$ cat src/rtl/seg_pkg.sv
// Shared constants for the seven-segment scanner: hex glyph table and segment bit positions.
package seg_pkg;

  // Bit positions within an 8-bit segment byte (a is the MSB, dp the LSB).
  localparam int unsigned SEG_A  = 7;
  localparam int unsigned SEG_G  = 1;
  localparam int unsigned SEG_DP = 0;

  localparam logic [7:0] SEG_ALL_OFF = 8'hFF;

  // Active-high a..g,dp glyphs; entry n is the glyph for hex digit n.
  localparam logic [15:0][7:0] HEX_TABLE = {
    8'h8E, 8'h9E, 8'h7A, 8'h9C, 8'h3E, 8'hEE, 8'hF6, 8'hFE,
    8'hE0, 8'hBE, 8'hB6, 8'h66, 8'hF2, 8'hDA, 8'h60, 8'hFC
  };

endpackage

$ cat src/rtl/seg_hex_dec.sv
// Combinational hex nibble to active-high a..g segment decoder.
module seg_hex_dec
  import seg_pkg::*;
(
  input  logic [3:0] nibble,
  output logic [6:0] seg
);

  logic [7:0] glyph;

  always_comb begin
    glyph = HEX_TABLE[nibble];
    seg   = glyph[SEG_A:SEG_G];
  end

endmodule

$ cat src/rtl/seg_scan.sv
// Multiplexed seven-segment scanner with shadow registers, de-ghost blanking
// and optional leading-zero suppression.
module seg_scan
  import seg_pkg::*;
#(
  parameter int unsigned DIGITS  = 8,
  parameter int unsigned CLK_DIV = 50000,
  parameter int unsigned BLANK   = 2
) (
  input  logic                  clk,
  input  logic                  rst,
  input  logic [4*DIGITS-1:0]   data_in,
  input  logic [DIGITS-1:0]     dp_in,
  input  logic                  load,
  input  logic                  blank_lz,
  input  logic                  enable,
  output logic [7:0]            seg_n,
  output logic [DIGITS-1:0]     an_n
);

  localparam int unsigned CntW = $clog2(CLK_DIV);
  localparam int unsigned IdxW = (DIGITS > 1) ? $clog2(DIGITS) : 1;

  localparam logic [CntW-1:0] CntLast  = CntW'(CLK_DIV - 1);
  localparam logic [CntW-1:0] BlankEnd = CntW'(BLANK);
  localparam logic [IdxW-1:0] IdxLast  = IdxW'(DIGITS - 1);

  logic [CntW-1:0]       cnt_q, cnt_d;
  logic [IdxW-1:0]       idx_q, idx_d;
  logic [4*DIGITS-1:0]   data_q;
  logic [DIGITS-1:0]     dp_q;
  logic [7:0]            seg_n_q, seg_n_d;
  logic [DIGITS-1:0]     an_n_q, an_n_d;

  logic [3:0]            nib_sel;
  logic [6:0]            seg_hi;
  logic [DIGITS-1:0]     lz;
  logic                  suppress;

  // lz[i]: nibbles i..DIGITS-1 of the shadow are all zero.
  always_comb begin
    for (int unsigned i = 0; i < DIGITS; i++) begin
      lz[i] = 1'b1;
      for (int unsigned j = i; j < DIGITS; j++) begin
        if (data_q[4*j +: 4] != 4'h0) lz[i] = 1'b0;
      end
    end
  end

  always_comb begin
    nib_sel  = data_q[{idx_q, 2'b00} +: 4];
    suppress = blank_lz && (idx_q != '0) && lz[idx_q];
  end

  seg_hex_dec u_dec (
    .nibble (nib_sel),
    .seg    (seg_hi)
  );

  always_comb begin
    cnt_d   = cnt_q;
    idx_d   = idx_q;
    seg_n_d = SEG_ALL_OFF;
    an_n_d  = '1;
    if (!enable) begin
      cnt_d = '0;
      idx_d = '0;
    end else begin
      if (cnt_q == CntLast) begin
        cnt_d = '0;
        idx_d = (idx_q == IdxLast) ? '0 : idx_q + 1'b1;
      end else begin
        cnt_d = cnt_q + 1'b1;
      end
      if (cnt_q >= BlankEnd) begin
        an_n_d[idx_q] = 1'b0;
        seg_n_d       = ~{(suppress ? 7'h00 : seg_hi), dp_q[idx_q]};
      end
    end
  end

  always_ff @(posedge clk) begin
    if (rst) begin
      cnt_q   <= '0;
      idx_q   <= '0;
      data_q  <= '0;
      dp_q    <= '0;
      seg_n_q <= SEG_ALL_OFF;
      an_n_q  <= '1;
    end else begin
      cnt_q   <= cnt_d;
      idx_q   <= idx_d;
      seg_n_q <= seg_n_d;
      an_n_q  <= an_n_d;
      if (load) begin
        data_q <= data_in;
        dp_q   <= dp_in;
      end
    end
  end

  assign seg_n = seg_n_q;
  assign an_n  = an_n_q;

endmodule

$ cat config.mk
export PLATFORM = sky130hd
export DESIGN_NAME = seg_scan
export DESIGN_NICKNAME = d
export VERILOG_FILES = /design/src/rtl/seg_pkg.sv /design/src/rtl/seg_hex_dec.sv /design/src/rtl/seg_scan.sv
export SDC_FILE = /design/constraint.sdc
export NUM_CORES = 1
export LEC_CHECK = 0
export ABC_CLOCK_PERIOD_IN_PS = 4300
export CORE_MARGIN = 2
export CORE_UTILIZATION = 45
export DETAILED_ROUTE_END_ITERATION = 6
export GPL_ROUTABILITY_DRIVEN = 0
export PLACE_DENSITY = 0.67
export SKIP_CTS_REPAIR_TIMING = 1
export SYNTH_ARGS = -nofsm -noshare
export SYNTH_HDL_FRONTEND = slang
export SYNTH_SLANG_ARGS = --single-unit
$ cat constraint.sdc
create_clock -name clk -period 4.3 [get_ports clk]
set_input_delay 0.86 -clock clk [delete_from_list [all_inputs] [get_ports clk]]
set_output_delay 0.86 -clock clk [all_outputs]
set_load 0.01 [all_outputs]
==> flow_summary.json <==
{
  "p_sw_uw": 340.5,
  "grt_max_degree": 43,
  "fin_tns_setup_ns": 0,
  "fin_skew_ns": 0.01203,
  "cp_slowest_cell": "dfxtp_1",
  "coreArea_mm2": 0.007253,
  "n_antenna_cell": 0,
  "async_reset_ff_share_pct": 0,
  "path_class": "register to register",
  "synth_nets": 407,
  "intPower_uw": 1129,
  "worstPathCellList": "mux4_2 -> mux2i_1 -> inv_1 -> ha_1 -> or3_1 -> a31o_2",
  "stdcell_count": 507,
  "ys_seq_elements": 75,
  "first_pass_iters": 4,
  "pwr-share-clk_pct": 39.9,
  "first_global_vias": 2608,
  "max_freq_mhz": 337.5,
  "synthTopCellsByArea": "dfxtp_1 (45%), mux2i_1 (14%), nor2_1 (8.2%)",
  "power_density_mw_per_mm2": 347.4,
  "vias": 2656,
  "dieArea_mm2": 0.008196,
  "final_common_cell": "dfxtp_1",
  "rows": 31,
  "startpoint_type": "register",
  "swShare_pct": 23.17,
  "seq_power_share_pct": 50.4,
  "antenna_found_initial": 0,
  "cts_max_level": 3,
  "hold_path_class": "register to register",
  "drive_gt1_share_pct": 7.108,
  "period_needed_ns": 2.963,
  "endpoint_kind": "register",
  "portBuffers": 60,
  "grt_usage_pct": 18.27,
  "hold_viol": 0,
  "nFillCells": 683,
  "cts_made_buffers": 9,
  "first_iter_violations": 126,
  "multi_input_area_mm2": 0.001753,
  "grt_overflow_total": 0,
  "irDropWorstVdd_mv": 0.2110,
  "ys_warn_count": 0,
  "ioPinCount": 61,
  "postSynthCellCount": 351,
  "place_hpwl_um": 5246,
  "synth_edf_count": 0,
  "syn_area_per_cell_um2": 9.600,
  "dp.cells": 491,
  "insertion_delay_ns": 0.35,
  "grt_pass1_wl_um": 12100,
  "rsz0062_at_grt": "false",
  "drv_slew": 0,
  "drc": 0,
  "cp_max_fo": 20,
  "yosys.area.top_type": "dfxtp_1",
  "syn_area_mm2": 0.003369,
  "setup_viol": 0,
  "cts_tree": "done",
  "register_area_mm2": 0.001501,
  "wl_per_cell_um": 14.19,
  "arrival_ns": 3.20,
  "max_stage_delay_ns": 0.84,
  "die_h_um": 90.53,
  "synth_cell_types": 45,
  "cp.required_ns": 4.53,
  "ant_nets": 0,
  "yosysSeqAreaShare_pct": 44.56,
  "combinationalPowerShare_pct": 9.8,
  "tightest_slew_ns": 1.152,
  "viasPerCell": 5.239,
  "clockBufferDepth": 2,
  "ys.flop_type": "dfxtp_1",
  "cts-root-buf": "clkbuf_8",
  "cts_num_sinks": 75,
  "final_cell_mix": "dfxtp_1 (75), nor2_1 (74), clkdlybuf4s50_1 (59), mux2i_1 (47), nand2_1 (23)",
  "postRouteWirelength_um": 7195,
  "leakage_uw": 0.001685,
  "relSlewSlack_pct": 23.23,
  "clk_pin_slew_ns": 0.08,
  "yosysTopAreaCellShare_pct": 44.56,
  "die_x_um": 90.53,
  "drv_cap": 0,
  "area_delta_synth_final_pct": 25.51,
  "nNetsFinal": 459,
  "finalCritPeriodShare_pct": 68.90,
  "fin_area_mm2": 0.004229,
  "initial_utilization_pct": 46.46,
  "dpl-instance-area_mm2": 0.004011,
  "status": "completed"
}
[layer usage]
layer  GRT usage (%)  routed length [µm]
met3           3.756                 390
met1           23.51                3408
met4           6.538                  77
met5               0                   0
met2           30.35                3319
[cell usage after synthesis, types with 2 or more instances]
cell / count
a211oi_1: 4
a21oi_1: 5
a221o_1: 4
buf_1: 4
buf_2: 5
clkbuf_1: 10
clkinv_1: 2
dfxtp_1: 75
ha_1: 11
inv_1: 6
mux2i_1: 47
mux4_2: 6
nand2_1: 23
nand3_1: 11
nand4_1: 2
nor2_1: 74
nor2b_1: 2
nor3_1: 2
nor3b_1: 2
nor4_1: 6
o21ai_0: 7
o22ai_1: 2
or3_1: 3
or4_1: 5
xnor2_1: 7
xor2_1: 7
[cell type report]
cell class	count	area share, %
multi-input cells	248	41.45
flip-flops and latches	75	35.50
repair buffers	61	14.26
clock buffers	10	3.018
well taps	99	2.929
clock inverters	6	2.130
inverters	8	0.7101
[worst max-delay path: cells and delay by family (launching register included)]
kind,cells,cell delay (ns)
flops,1,0.84
simple gates,1,0.38
fa+ha+maj,1,0.26
mux,2,0.98
compound gates,1,0.21
buf+inv,1,0.18
[through the flow]
| step | utilization (%) | hold slack (ns) | worst slack (ns) | power (µW) |
|---|---|---|---|---|
| final | 58.31 | 0.4690 | 1.337 | 1469 |
| after global routing | 58.31 | 0.5097 | 1.168 | 1530 |
| after CTS | 58.31 | 0.4740 | 1.323 | 1481 |
| after detailed placement | 55.30 | 0.4516 | 1.337 | 899.3 |
| after global placement | 55.30 | 0.4454 | 1.466 | 896.5 |
| after floorplan | - | 0.4297 | 1.956 | 832.9 |
[registers in the layout, indices dropped and copies added, names as in the netlist]
name and count:
data_q 32, cnt_q 16, an_n 8, dp_q 8
seg_n 8, idx_q 3
[cell families (layout without fill, tap and decap cells)]
| group | count (synthesis) | after routing | share of synthesized area [%] |
|---|---|---|---|
| buffers and inverters | 28 | 85 | 3.416 |
| xor gates and xnor gates | 14 | 14 | 3.639 |
| and+or+nand+nor | 137 | 137 | 18.46 |
| DFF | 75 | 75 | 44.56 |
| muxes | 53 | 53 | 17.97 |
| adders and majority gates | 11 | 11 | 4.085 |
| AOI/OAI and AO/OA | 33 | 33 | 7.873 |
[path summary, 6_finish.rpt]
kind | from | endpoint | slack (ns) | depth (start not counted)
worst min register to register | cnt_q[0] | cnt_q[0] | 0.47 | 1
worst min-delay path | cnt_q[0] | cnt_q[0] | 0.47 | 1
worst max-delay path | idx_q[1] | seg_n[7] | 1.34 | 6
worst max register to register | idx_q[1] | seg_n[7] | 1.34 | 6
[power groups by stage]
stage                     registers [µW]  clock network (µW)  logic [µW]
after floorplan                      747                   0        85.6
after global placement               756                   0         141
after detailed placement             756                   0         143
after CTS                            740                 597         144
after global routing                 743                 629         159
final                                740                 586         143
Power figures use the tool's default switching activity.
